--- src/rtl/seg_display_mux_if.sv ---
// Bus between the BCD result register and the seven-segment scanner:
// value/strobe inputs plus the registered segment, decimal point, anode and frame outputs.
interface seg_display_mux_if #(
  parameter int unsigned DIGITS = 4
);
  logic [4*DIGITS-1:0] bcd;
  logic [DIGITS-1:0]   dp;
  logic                load;
  logic                blank_en;
  logic [6:0]          seg;
  logic                dp_out;
  logic [DIGITS-1:0]   anode;
  logic                frame_done;

  modport master (
    output bcd, dp, load, blank_en,
    input  seg, dp_out, anode, frame_done
  );

  modport slave (
    input  bcd, dp, load, blank_en,
    output seg, dp_out, anode, frame_done
  );
endinterface

--- src/rtl/seg_display_mux.sv ---
// Multiplexed seven-segment driver: scans a shadowed BCD word one digit per refresh slot,
// with frame-synchronous updates, leading-zero blanking, decimal points and optional hex glyphs.
module seg_display_mux #(
  parameter int unsigned DIGITS           = 4,
  parameter int unsigned REFRESH_DIV      = 50000,
  parameter bit          HEX_MODE         = 1'b0,
  parameter bit          ANODE_ACTIVE_LOW = 1'b1
) (
  input  logic              clk,
  input  logic              rst_n,
  seg_display_mux_if.slave  bus
);
  localparam int unsigned PW = $clog2(REFRESH_DIV);
  localparam int unsigned IW = $clog2(DIGITS);
  localparam int unsigned BW = 4 * DIGITS;
  localparam logic [DIGITS-1:0] ANODE_OFF = ANODE_ACTIVE_LOW ? {DIGITS{1'b1}} : {DIGITS{1'b0}};

  logic [PW-1:0]     prescaler;
  logic [IW-1:0]     index;
  logic [BW-1:0]     stage_bcd;
  logic [DIGITS-1:0] stage_dp;
  logic              pending;
  logic [BW-1:0]     shadow_bcd;
  logic [DIGITS-1:0] shadow_dp;
  logic              boundary_q;
  logic [6:0]        seg_q;
  logic              dp_out_q;
  logic [DIGITS-1:0] anode_q;
  logic              frame_done_q;

  logic              wrap_c;
  logic              boundary_c;
  logic [3:0]        digit_code_c;
  logic              digit_dp_c;
  logic              digit_blank_c;
  logic              seen_c;
  logic [6:0]        seg_next_c;
  logic [DIGITS-1:0] onehot_c;

  function automatic logic [6:0] encode(input logic [3:0] code);
    logic [6:0] glyph;
    glyph = 7'b0111111;
    case (code)
      4'd0:  glyph = 7'b1000000;
      4'd1:  glyph = 7'b1111001;
      4'd2:  glyph = 7'b0100100;
      4'd3:  glyph = 7'b0110000;
      4'd4:  glyph = 7'b0011001;
      4'd5:  glyph = 7'b0010010;
      4'd6:  glyph = 7'b0000010;
      4'd7:  glyph = 7'b1111000;
      4'd8:  glyph = 7'b0000000;
      4'd9:  glyph = 7'b0010000;
      4'd10: glyph = HEX_MODE ? 7'b0001000 : 7'b0111111;
      4'd11: glyph = HEX_MODE ? 7'b0000011 : 7'b0111111;
      4'd12: glyph = HEX_MODE ? 7'b1000110 : 7'b0111111;
      4'd13: glyph = HEX_MODE ? 7'b0100001 : 7'b0111111;
      4'd14: glyph = HEX_MODE ? 7'b0000110 : 7'b0111111;
      4'd15: glyph = HEX_MODE ? 7'b0001110 : 7'b0111111;
      default: glyph = 7'b0111111;
    endcase
    return glyph;
  endfunction

  assign wrap_c     = (prescaler == PW'(REFRESH_DIV - 1));
  assign boundary_c = wrap_c && (index == IW'(DIGITS - 1));

  // Select the scanned digit and decide blanking from the most significant digit downward.
  always_comb begin
    digit_code_c  = 4'd0;
    digit_dp_c    = 1'b0;
    digit_blank_c = 1'b0;
    seen_c        = 1'b0;
    for (int k = int'(DIGITS) - 1; k >= 0; k--) begin
      seen_c = seen_c | (shadow_bcd[4*k +: 4] != 4'd0) | shadow_dp[k];
      if (index == IW'(k)) begin
        digit_code_c  = shadow_bcd[4*k +: 4];
        digit_dp_c    = shadow_dp[k];
        digit_blank_c = bus.blank_en && (k != 0) && !seen_c;
      end
    end
  end

  assign seg_next_c = digit_blank_c ? 7'h7F : encode(digit_code_c);
  assign onehot_c   = DIGITS'(1) << index;

  always_ff @(posedge clk or negedge rst_n) begin
    if (!rst_n) begin
      prescaler    <= '0;
      index        <= '0;
      stage_bcd    <= '0;
      stage_dp     <= '0;
      pending      <= 1'b0;
      shadow_bcd   <= '0;
      shadow_dp    <= '0;
      boundary_q   <= 1'b0;
      seg_q        <= 7'h7F;
      dp_out_q     <= 1'b1;
      anode_q      <= ANODE_OFF;
      frame_done_q <= 1'b0;
    end else begin
      if (wrap_c) begin
        prescaler <= '0;
        index     <= (index == IW'(DIGITS - 1)) ? '0 : index + IW'(1);
      end else begin
        prescaler <= prescaler + PW'(1);
      end

      if (bus.load) begin
        stage_bcd <= bus.bcd;
        stage_dp  <= bus.dp;
      end

      // A load landing on the boundary itself bypasses staging so it shows next frame.
      if (boundary_c) begin
        pending <= 1'b0;
        if (bus.load) begin
          shadow_bcd <= bus.bcd;
          shadow_dp  <= bus.dp;
        end else if (pending) begin
          shadow_bcd <= stage_bcd;
          shadow_dp  <= stage_dp;
        end
      end else if (bus.load) begin
        pending <= 1'b1;
      end

      boundary_q   <= boundary_c;
      frame_done_q <= boundary_q;
      seg_q        <= seg_next_c;
      dp_out_q     <= digit_blank_c ? 1'b1 : ~digit_dp_c;
      anode_q      <= ANODE_ACTIVE_LOW ? ~onehot_c : onehot_c;
    end
  end

  assign bus.seg        = seg_q;
  assign bus.dp_out     = dp_out_q;
  assign bus.anode      = anode_q;
  assign bus.frame_done = frame_done_q;
endmodule

--- src/flat_wrapper.sv ---
// flat-port wrapper written by rule: the top's interface ports become plain ports
module seg_display_mux_flat 
#(
  parameter int unsigned DIGITS           = 4,
  parameter int unsigned REFRESH_DIV      = 50000,
  parameter bit          HEX_MODE         = 1'b0,
  parameter bit          ANODE_ACTIVE_LOW = 1'b1
)
  (clk, rst_n, bus_bcd, bus_dp, bus_load, bus_blank_en, bus_seg, bus_dp_out, bus_anode, bus_frame_done);
  seg_display_mux_if #(.DIGITS(DIGITS)) bus_i ();
  input  logic clk;
  input  logic rst_n;
  input wire logic [$bits(bus_i.bcd)-1:0] bus_bcd;
  input wire logic [$bits(bus_i.dp)-1:0] bus_dp;
  input wire logic [$bits(bus_i.load)-1:0] bus_load;
  input wire logic [$bits(bus_i.blank_en)-1:0] bus_blank_en;
  output wire logic [$bits(bus_i.seg)-1:0] bus_seg;
  output wire logic [$bits(bus_i.dp_out)-1:0] bus_dp_out;
  output wire logic [$bits(bus_i.anode)-1:0] bus_anode;
  output wire logic [$bits(bus_i.frame_done)-1:0] bus_frame_done;
  assign bus_i.bcd = bus_bcd;
  assign bus_i.dp = bus_dp;
  assign bus_i.load = bus_load;
  assign bus_i.blank_en = bus_blank_en;
  assign bus_seg = bus_i.seg;
  assign bus_dp_out = bus_i.dp_out;
  assign bus_anode = bus_i.anode;
  assign bus_frame_done = bus_i.frame_done;
  seg_display_mux #(.DIGITS(DIGITS), .REFRESH_DIV(REFRESH_DIV), .HEX_MODE(HEX_MODE), .ANODE_ACTIVE_LOW(ANODE_ACTIVE_LOW)) u_core (.clk(clk), .rst_n(rst_n), .bus(bus_i));
endmodule
--- config.mk ---
export PLATFORM = sky130hd
export DESIGN_NAME = seg_display_mux_flat
export DESIGN_NICKNAME = d
export VERILOG_FILES = /design/src/rtl/seg_display_mux_if.sv /design/src/rtl/seg_display_mux.sv /design/src/flat_wrapper.sv
export SDC_FILE = /design/constraint.sdc
export NUM_CORES = 1
export LEC_CHECK = 0
export ABC_CLOCK_PERIOD_IN_PS = 2200
export CAP_MARGIN = 20
export CORE_UTILIZATION = 50
export DETAILED_ROUTE_END_ITERATION = 8
export GPL_ROUTABILITY_DRIVEN = 0
export PLACE_DENSITY = 0.73
export SLEW_MARGIN = 10
export SYNTH_ARGS = -nofsm -noshare
export SYNTH_HDL_FRONTEND = slang
export SYNTH_SLANG_ARGS = --single-unit
--- constraint.sdc ---
create_clock -name clk -period 2.2 [get_ports clk]
set_input_delay 0.55 -clock clk [delete_from_list [all_inputs] [get_ports clk]]
set_output_delay 0.55 -clock clk [all_outputs]
set_load 0.02 [all_outputs]
# Word level (Yosys, flattened, before mapping)

Memories as Yosys holds them, arrays and structs flattened.
Cells that the tools add are included.
Widths: inputs -> output; s select.

Flip-flop bits (word level): 73
Bits in latches: 0
RAM bits: 0
Bits in read-only memories: 112
Input port bits: 24
Output and inout bits: 13
Word-level logic and storage cells: 63
Memories kept: 1

Add/sub/neg operators: 2
Multiply operators: 0
Div/mod/pow operators: 0
Order comparisons: 0
Equal/unequal tests: 4
Shift-type cells: 1
Multiplexer cells: 22
Bitwise logic cells: 7
Reductions and logical operators: 14

Memory list:

| memory          | words | bits a word | rd ports | clocked after memory_dff | write ports | RTL line              | source |
|---|---|---|---|---|---|---|---|
| (no name shown) | 16    | 7           | 1        | 0                        | 0           | seg_display_mux.sv:43 | `case (code)` |

Operators by type and width:

| kind                  | number |
|---|---|
| $mux 16               | 3 |
| $mux 4                | 6 |
| $add 16x1->16 const B | 1 |
| $eq 16x16->1 const B  | 1 |
| $reduce_bool 4->1     | 3 |
| $mux 1                | 11 |
| $mux 7                | 1 |
| $or 1x1->1            | 5 |
| $eq 2x2->1 const B    | 2 |
| $logic_and 1x1->1     | 4 |
| $not 4->4             | 1 |
| $reduce_bool 2->1     | 2 |
| $shl 1x2->4 const A   | 1 |
| $logic_not 1->1       | 3 |
| $add 2x1->2 const B   | 1 |
| $eq 2x1->1 const B    | 1 |
| $logic_not 2->1       | 1 |
| $mux 2                | 1 |
| $reduce_and 2->1      | 1 |
| $not 1->1             | 1 |

# Depth between registers and ports, before layout

Gate-level depths: netlist (run 1).

Depth after elaboration: 11
Mapped depth: 10

# Least setup slack after synthesis (run 1)

Ideal clock, no wire load.

Path kind: flip-flop to flip-flop
Start: reg u_core.index[0]
End: reg u_core.seg_q[4] (netlist: u_core.bus.seg[4])
Library setup time: 0.072 ns
Arrival time: 2.258 ns
Data required time: 2.128 ns
Path slack: -0.130 ns
Cell stages (with the launch flop): 11
Cells stage by stage: dfrtp_1 inv_1 ha_1 buf_2 nand3b_1 a211oi_2 inv_1 ha_1 a2111oi_0 a211oi_1 o21ai_1

Cells in the longest elaborated chain, start to end: 7

RTL lines:

| item                     | RTL line               | source |
|---|---|---|
| from (decl)              | seg_display_mux.sv:19  | `logic [IW-1:0] index;` |
| from (signal assigned)   | seg_display_mux.sv:104 | `index <= (index == IW'(DIGITS - 1)) ? '0 : index + IW'(1);` |
| $eq 2x2->1               | seg_display_mux.sv:76  | `if (index == IW'(k)) begin` |
| $mux 4 (4 in a row)      | seg_display_mux.sv:76  |  |
| $mem_v2 16x7             | --                     |  |
| $mux 7 *                 | seg_display_mux.sv:84  | `assign seg_next_c = digit_blank_c ? 7'h7F : encode(digit_code_c);` |
| net u_core.seg_next_c[4] | seg_display_mux.sv:37  | `logic [6:0] seg_next_c;` |
| to (signal assigned)     | seg_display_mux.sv:130 | `seg_q <= seg_next_c;` |
| to (decl)                | seg_display_mux.sv:26  | `logic [6:0] seg_q;` |

The timed path passes the listed nets; every way through them passes the cells marked *.
A chain may end at the register's enable or synchronous reset.

# Worst setup path after layout (run 1)

Ends and elaborated chain as after synthesis.

==> results of run 1 <==
[layout by cell type, fill, tap and decap left out, types with 4 or more instances in the layout]
master / instances
mux2_4: 20
nand3_1: 5
clkdlybuf4s50_1: 35
nor3_1: 10
dfrtp_1: 59
nor2_1: 16
mux2_2: 21
nand2_1: 5
xnor2_1: 8
nand4_1: 4
o31ai_1: 4
xor2_1: 6
buf_4: 16
ha_1: 6
inv_1: 9
dfstp_2: 12
a21oi_1: 4
clkbuf_8: 9
[through the flow]
| stage | power [mW] | hold WS [ns] | utilization, % |
|---|---|---|---|
| floorplan | 1.46 | 0.254 | - |
| global route | 2.73 | 0.258 | 65.5 |
| detailed placement | 1.55 | 0.335 | 61.2 |
| finish | 2.62 | 0.205 | 65.5 |
| global placement | 1.55 | 0.333 | 61.2 |
| CTS | 2.64 | 0.239 | 64.3 |
[flip-flops by register name, indices dropped and copies added, names as in the netlist]
register,count
u_core.prescaler,16
u_core.shadow_bcd,16
u_core.stage_bcd,16
u_core.bus.seg,7
u_core.bus.anode,4
u_core.shadow_dp,4
u_core.stage_dp,4
u_core.index,2
u_core.boundary_q,1
u_core.bus.dp_out,1
u_core.bus.frame_done,1
u_core.pending,1
[worst max-delay path, delay by kind of cell (launching register included)]
kind            cells  cell delay [ns]
flops               1             0.42
fa+ha+maj           2             0.40
simple gates        1             0.21
buf+inv             2             0.16
compound gates      4             0.82
[per-layer routing]
layer	part of all wire, %	GRT usage (%)
met1	47	25.1
met5	0	0
met2	48	31.8
met4	1.7	9.09
met3	3.7	4.42
[cell families after synthesis]
| group | after synthesis | synth area share (%) |
|---|---|---|
| AO/OA/AOI/OAI | 27 | 5.99 |
| flip-flops | 73 | 54.5 |
| AND/OR/NAND/NOR | 70 | 13.2 |
| adder cells (fa/ha/maj) | 10 | 3.70 |
| buffers and inverters | 20 | 2.85 |
| multiplexers | 42 | 16.2 |
| XOR/XNOR | 14 | 3.63 |
[report_power, final]
part	internal, mW	leakage (nW)	switching [mW]	total [mW]
Sequential	1.38	0.909	0.00888	1.39
Combinational	0.0754	0.784	0.0580	0.133
Clock	0.627	0.0955	0.471	1.10
[repair_timing]
action | CTS | global route
resized for setup | 0 | 13
buffers inserted | 0 | 1
endpoints found under the setup margin | 0 | 4
hold buffers | 0 | 0
[final timing paths]
path,from,endpoint,slack (ns),cells past startpoint
setup / recovery,u_core.index[0],u_core.bus.seg[4],0.13,9
hold / removal,rst_n,u_core.shadow_bcd[9],0.20,2
setup reg to reg,u_core.index[0],u_core.bus.seg[4],0.13,9
hold reg to reg,u_core.boundary_q,u_core.bus.frame_done,0.35,0
max in group asynchronous,rst_n,u_core.bus.seg[4],1.64,2
min in group clk,u_core.boundary_q,u_core.bus.frame_done,0.35,0
[layout make-up]
class / count / area share [%]
clock buffers: 11 / 3.12
clock inverters: 3 / 1.61
inverters: 11 / 0.982
multi-input cells: 163 / 36.4
flip-flops and latches: 73 / 43.9
well taps: 77 / 2.29
repair buffers: 53 / 11.8
==> out/results.ini, run 1 <==
[floorplan]
die_w_um = 84.2
ios = 37
num_rows = 29
start_util_pct = 52.7
die_area_um2 = 7100
core_area_um2 = 6420
die_y_um = 84.2

[cts]
numCtsBuffers = 9
clock-sinks = 73
ctsHtreeMaxLevel = 3
path_clk_slew_ns = 0.08
cts_buffer_depth = 2
cts_tree = done
root_buffer = clkbuf_8
worstSkewPairLatency_ns = 0.35

[pwr]
powerDensity_nw_per_um2 = 623
p_leak_nw = 1.79
ir_drop_uv = 354

[timing]
fmax_mhz = 482
finalHoldViolCount = 0
fin_ws_ns = 0.126
setup_tns_ns = 0
fin_crit_ns = 2.07
finalSetupViolations = 0
tightest_slew_ns = 0.446
fin_worst_skew_ns = 0.0142
timing.final.crit_share_pct = 94.3
slew_violations = 0
slew_headroom_pct = 70.1

[drt]
routed_wl_um = 6220
drtIter0Drc = 126
drc = 13
ant_nets = 0
vias = 2134
viasPerCell = 5.46
avgRoutedWirePerCell_um = 15.9
drtPass1Iterations = 6

[logic_synthesis]
synthTopCellsByArea = dfrtp_1, dfstp_2, mux2_4
syn_area_per_cell_um2 = 13.2
synthFlopType = dfrtp_1
synthDistinctLibCells = 50
syn-num-nets = 290
async_flop_share_pct = 100
yosys_warnings = 0
syn_area_um2 = 3380
yosysTopAreaCellShare_pct = 45.1
synth.most_common_cell = dfrtp_1
ys_seq_area_share_pct = 54.5
syn_inst = 256
synth-edff-count = 0
synth_seq_cells = 73
synth_commonest_cells = dfrtp_1, mux2_2, mux2_4
yosysTopAreaCell = dfrtp_1

[worst_setup_path]
cp.required_ns = 2.48
worstPathArrival_ns = 2.35
crit_path_end_kind = register
crit_fanout = 9
cp_cell_sequence = inv_2, ha_4, nand3b_1, a211oi_4, inv_2, ha_2, a2111oi_2, a211oi_1, o21ai_1
critPathKind = reg -> reg
slowest_delay_ns = 0.42
path_common_cell = inv_2
cpMaxStageDelayCell = dfrtp_2
startpoint_type = register

[min_path]
hold_class = in -> async

[layout]
design_area_um2 = 4210
final_nets = 345
regArea_um2 = 1840
num-fill-cells = 492
drive_gt1_share_pct = 34.4
fin_cells = 391
multi_input_area_um2 = 1530
diodes = 0
syn_to_final_growth_pct = 24.3

[run_status]
violations = DRC
status = finished, violations left

[global_route]
grt_pass1_wl_um = 10700
grtUsageTotal_pct = 19.6
grt_max_degree = 74
antenna_found_initial = 0
overflow = 0
grt_pass1_vias = 2226

[place]
port_buffers = 36
dp.cells = 376
pre_cts_slack_ns = 0.0497
placed_area_um2 = 3930
hpwl_um = 4280

[job]
cap_violations = 0

No activity file was read; power rests on OpenSTA's default activity.
==> inputs of run 2 (changes only) <==
Settings changed: CORE_ASPECT_RATIO from default to 2.
==> out/results.ini, run 2 (same netlist as run 1, synthesis figures left out) <==
[worst_setup_path]
reg2reg_setup_slack_ns = 0.1  ; -0.03 ns
slowest_delay_ns = 0.43  ; about the same
cp_num_buf_inv = 2  ; unchanged
cp.required_ns = 2.46  ; -0.02 ns
cp_top_family = compound AO/OA/AOI/OAI gates
worstPathArrival_ns = 2.36  ; about the same
cp.depth = 9  ; unchanged
r2r_start = u_core.index[1]
reg2reg_depth = 9  ; unchanged
crit_path_end_kind = register
crit_fanout = 6  ; -3
cp_cell_sequence = inv_1, ha_2, nor2b_1, a211oi_4, inv_2, ha_2, a2111oi_2, a211oi_1, o21ai_1
path_common_cell = ha_2
cpMaxStageDelayCell = dfrtp_1
critPathKind = reg -> reg
r2r-end = u_core.bus.seg[4]
startpoint_type = register

[timing]
timing.final.crit_share_pct = 95.5  ; +1.2 points
slew_headroom_pct = 71.0  ; +0.90 points
slew_violations = 0  ; unchanged
finalSetupViolations = 0  ; unchanged
rsz0062_at_grt = true
fmax_mhz = 476  ; -1.3%
tightest_slew_ns = 0.433  ; -0.0134 ns
fin_crit_ns = 2.10  ; +0.0270 ns
fin_worst_skew_ns = 0.00527  ; -0.00897 ns
setup_tns_ns = 0  ; unchanged
finalHoldViolCount = 0  ; unchanged

[layout]
final_nets = 346  ; +0.29%
top_regs = u_core.prescaler: 16 flops, u_core.shadow_bcd: 16 flops, u_core.stage_bcd: 16 flops
fin_cells = 405  ; +3.6%
diodes = 0  ; unchanged
mostFrequentLayoutCells = dfrtp_1, clkdlybuf4s50_1, mux2_2, mux2_4
drive_gt1_share_pct = 34.4  ; about the same
design_area_um2 = 4350  ; +3.4%
syn_to_final_growth_pct = 28.6
final_common_cell = dfrtp_1

[global_route]
grt_max_degree = 74  ; unchanged
grt_pass1_vias = 2325  ; +4.4%
grt_pass1_wl_um = 11000  ; +3.3%
overflow = 0  ; unchanged
grtUsageTotal_pct = 21.6  ; +2.1 points
antenna_found_initial = 0  ; unchanged

[pwr]
p_total_mw = 3.08  ; +18%
p_leak_nw = 1.85  ; +3.5%
ir_drop_uv = 485  ; +37%
p_seq_share_pct = 45.1  ; -7.9 points
p_comb_share_pct = 4.3  ; -0.8 points
switching_share_pct = 19.5  ; -1.1 points
powerDensity_nw_per_um2 = 708  ; +14%
switching_power_uw = 600  ; +12%
power_frac_clock_pct = 50.6  ; +8.7 points
internal-power_mw = 2.48  ; +19%

[drt]
drtIter0Drc = 94  ; -25%
viasPerCell = 5.30  ; -2.9%
avgRoutedWirePerCell_um = 16.4  ; +3.3%
ant_nets = 0  ; unchanged
drc = 0  ; -13
vias = 2146  ; +0.56%
routed_wl_um = 6650  ; +7.0%
drtPass1Iterations = 4  ; -2

[min_path]
hold_class = in -> async

[floorplan]
die_y_um = 118  ; +40%
num_rows = 42  ; +45%
die_area_um2 = 7120  ; +0.28%
ios = 37  ; unchanged
start_util_pct = 51.5  ; -1.2 points
die_w_um = 60.2  ; -29%
core_area_um2 = 6570  ; +2.3%

[cts]
worstSkewPairLatency_ns = 0.33  ; -0.02 ns
path_clk_slew_ns = 0.05  ; -0.03 ns
ctsHtreeMaxLevel = 3  ; unchanged
numCtsBuffers = 9  ; unchanged
root_buffer = clkbuf_16
cts_buffer_depth = 2  ; unchanged
clock-sinks = 73  ; unchanged
cts_tree = done

[place]
placed_area_um2 = 3950  ; +0.48%
port_buffers = 36  ; unchanged
hpwl_um = 4590  ; +7.4%
dp.cells = 386  ; +2.7%

[job]
cap_violations = 0  ; unchanged

[run_status]
status = finished, final reports clean

==> run 2: how the worst max path moves through the flow <==
stage	start	to	slack (ns)
final	u_core.index[1]	u_core.bus.seg[4]	0.1
after global routing	u_core.index[1]	u_core.bus.seg[3]	-0.05
after CTS	u_core.index[1]	u_core.bus.seg[3]	0.02
after detailed placement	u_core.index[0]	u_core.bus.seg[3]	0.03
after global placement	bus_load	u_core.shadow_bcd[0]	0.10
after floorplan	u_core.index[0]	u_core.bus.seg[4]	0.01
==> run 2: power groups by stage <==
stage | registers [mW] | clock network [mW] | logic (mW)
after floorplan | 1.41 | 0 | 0.0532
after global placement | 1.41 | 0 | 0.133
after detailed placement | 1.41 | 0 | 0.136
after CTS | 1.39 | 1.58 | 0.137
after global routing | 1.39 | 1.64 | 0.146
final | 1.39 | 1.56 | 0.133
==> run 2: metal layers <==
layer,vias up,global-route usage [%],share of wire (%)
met4,0,12.6,4.5
met3,23,7.22,3.2
met1,1060,21.9,36
met2,43,36.4,57
li1,1020,-,-
met5,-,0,0
==> run 2: metrics by stage <==
stage / setup WS, ns / hold WS, ns / utilization, %
global route: -0.0482 / 0.275 / 66.2
floorplan: 0.0104 / 0.254 / -
CTS: 0.0202 / 0.251 / 65.0
global placement: 0.102 / 0.334 / 60.1
finish: 0.0990 / 0.238 / 66.2
detailed placement: 0.0331 / 0.348 / 60.1
==> run 2: final cells by class <==
class                      count  area [µm²]
clock buffer                  12         246
clock inverter                 4        76.3
inverter                      11        41.3
fill                         491        2220
tap                           88         110
timing repair buffer          54         515
sequential                    73        1840
multi-input combinational    163        1520
==> run 2: timing repair <==
action,CTS,global route
setup buffers,0,3
pin swaps,1,3
endpoints found under the setup margin,1,6
hold buffers,0,0
gates resized for setup,0,11
endpoints found under the hold margin,0,0
==> inputs of run 3 (changes only) <==
--- a/config.mk
+++ b/config.mk
@@ -18 +18,2 @@
 export SYNTH_SLANG_ARGS = --single-unit
+export TNS_END_PERCENT = 20
--- a/constraint.sdc
+++ b/constraint.sdc
@@ -3,2 +3,2 @@
 set_output_delay 0.55 -clock clk [all_outputs]
-set_load 0.02 [all_outputs]
+set_load 0.005 [all_outputs]
==> out/results.ini, run 3 (same netlist as run 1, synthesis figures left out) <==
[cts]
numCtsBuffers = 9  ; unchanged
cts_tree = done
path_clk_slew_ns = 0.06  ; about the same
worstSkewPairLatency_ns = 0.33  ; about the same
root_buffer = clkbuf_16
clock-sinks = 73  ; unchanged
cts_buffer_depth = 2  ; unchanged
ctsHtreeMaxLevel = 3  ; unchanged

[timing]
slew_headroom_pct = 71.4  ; +0.48 points
timing.final.crit_share_pct = 96.5  ; +0.99 points
rsz0062_at_grt = true
finalSetupViolations = 0  ; unchanged
tightest_slew_ns = 0.425  ; -0.00818 ns
finalHoldViolCount = 0  ; unchanged
fmax_mhz = 471  ; -1.0%
fin_crit_ns = 2.12  ; +0.0217 ns
fin_worst_skew_ns = 0.00559  ; +0.000324 ns
hold_slack_ns = 0.238  ; +0.000115 ns
slew_violations = 0  ; unchanged

[place]
port_buffers = 36  ; unchanged
hpwl_um = 4590  ; unchanged

[drt]
viasPerCell = 5.30  ; about the same
drtIter0Drc = 67  ; -29%
vias = 2148  ; +0.093%
routed_wl_um = 6590  ; -0.98%
avgRoutedWirePerCell_um = 16.3  ; -0.98%
top_layer_used = met4
ant_nets = 0  ; unchanged
wl_met2_um = 3750  ; -0.48%
drtPass1Iterations = 4  ; unchanged
m1WireLength_um = 2350  ; -0.42%
drc = 0  ; unchanged
wl_met3_um = 198  ; -7.9%

[worst_setup_path]
worstPathArrival_ns = 2.38  ; +0.02 ns
critPathKind = reg -> reg
startpoint_type = register
reg2reg_depth = 9  ; unchanged
crit_path_end_kind = register
crit_fanout = 5  ; -1
cp.required_ns = 2.45  ; about the same

[floorplan]
core_area_um2 = 6570  ; unchanged
start_util_pct = 51.5  ; unchanged
die_y_um = 118  ; unchanged
die_area_um2 = 7120  ; unchanged
ios = 37  ; unchanged
num_rows = 42  ; unchanged
die_w_um = 60.2  ; unchanged

[pwr]
p_leak_nw = 1.85  ; -0.23%
ir_drop_uv = 485  ; about the same
powerDensity_nw_per_um2 = 712  ; +0.51%
p_total_mw = 3.08  ; about the same

[global_route]
overflow = 0  ; unchanged
grt_pass1_wl_um = 11000  ; unchanged
grt_max_degree = 74  ; unchanged
antenna_found_initial = 0  ; unchanged
grt_pass1_vias = 2325  ; unchanged
grtUsageTotal_pct = 21.6  ; unchanged

[min_path]
hold_class = in -> async

[layout]
regArea_um2 = 1840  ; about the same
diodes = 0  ; unchanged
syn_to_final_growth_pct = 27.8
final_nets = 346  ; unchanged
mostFrequentLayoutCells = dfrtp_1, clkdlybuf4s50_1, mux2_2, mux2_4
post-route-util_pct = 65.8  ; -0.40 points
multi_input_area_um2 = 1490  ; -1.7%
top_regs = u_core.prescaler: 16 flops, u_core.shadow_bcd: 16 flops, u_core.stage_bcd: 16 flops
final_common_cell = dfrtp_1
drive_gt1_share_pct = 33.1  ; -1.3 points
num-fill-cells = 497  ; +1.2%

[run_status]
status = finished, final reports clean

[job]
cap_violations = 0  ; unchanged

[run 3: worst paths after layout]
kind	slack, ns	start	to
min in group clk	0.36	u_core.boundary_q	u_core.bus.frame_done
worst min-delay path	0.24	rst_n	u_core.shadow_dp[1]
max in group asynchronous	1.61	rst_n	u_core.bus.seg[4]
worst min register to register	0.36	u_core.boundary_q	u_core.bus.frame_done
worst max register to register	0.08	u_core.index[0]	u_core.bus.seg[4]
worst max-delay path	0.08	u_core.index[0]	u_core.bus.seg[4]
[run 3: cell type report]
type / count / area share (%)
tap: 88 / 2.55
sequential: 73 / 42.6
multi-input combinational: 163 / 34.5
clock inverter: 4 / 1.77
inverter: 11 / 0.955
clock buffer: 12 / 5.70
timing repair buffer: 54 / 11.9
[run 3: power breakdown]
| group | switching, mW | leakage [nW] | total, mW | internal [mW] |
|---|---|---|---|---|
| logic | 0.0583 | 0.781 | 0.133 | 0.0742 |
| clock network | 0.530 | 0.153 | 1.56 | 1.03 |
| registers | 0.00874 | 0.912 | 1.39 | 1.38 |
| total | 0.597 | 1.85 | 3.08 | 2.48 |
[run 3: through the flow]
step	cell area (µm²)	cells	worst slack (ns)	setup TNS (ns)
5_1_grt	4320	405	-0.0407	-0.0667
6_report	4320	405	0.0773	0
2_1_floorplan	3400	256	0.0104	0
3_3_place_gp	3950	386	0.102	0
3_5_place_dp	3950	386	0.0331	0
4_1_cts	4270	402	0.0202	0
[run 3: repair_timing]
action | 4_1_cts | 5_1_grt
setup endpoints to repair | 1 | 6
pin swaps | 1 | 1
hold buffers | 0 | 0
gates resized for setup | 0 | 5
setup buffers | 0 | 3
[run 3: critical path, cell delays in order (launching register included)]
cell and delay, ns:
dfrtp_1 0.40, inv_1 0.08, ha_2 0.21, nand3b_1 0.22, a211oi_4 0.32, inv_2 0.09, ha_2 0.20, a2111oi_2 0.32
a211oi_1 0.07, o21ai_1 0.13
[run 3: per-layer routing]
layer / global-route usage (%) / vias up
met5: 0 / -
met1: 21.9 / 1072
met4: 12.6 / 0
met3: 7.22 / 20
li1: - / 1020
met2: 36.4 / 36
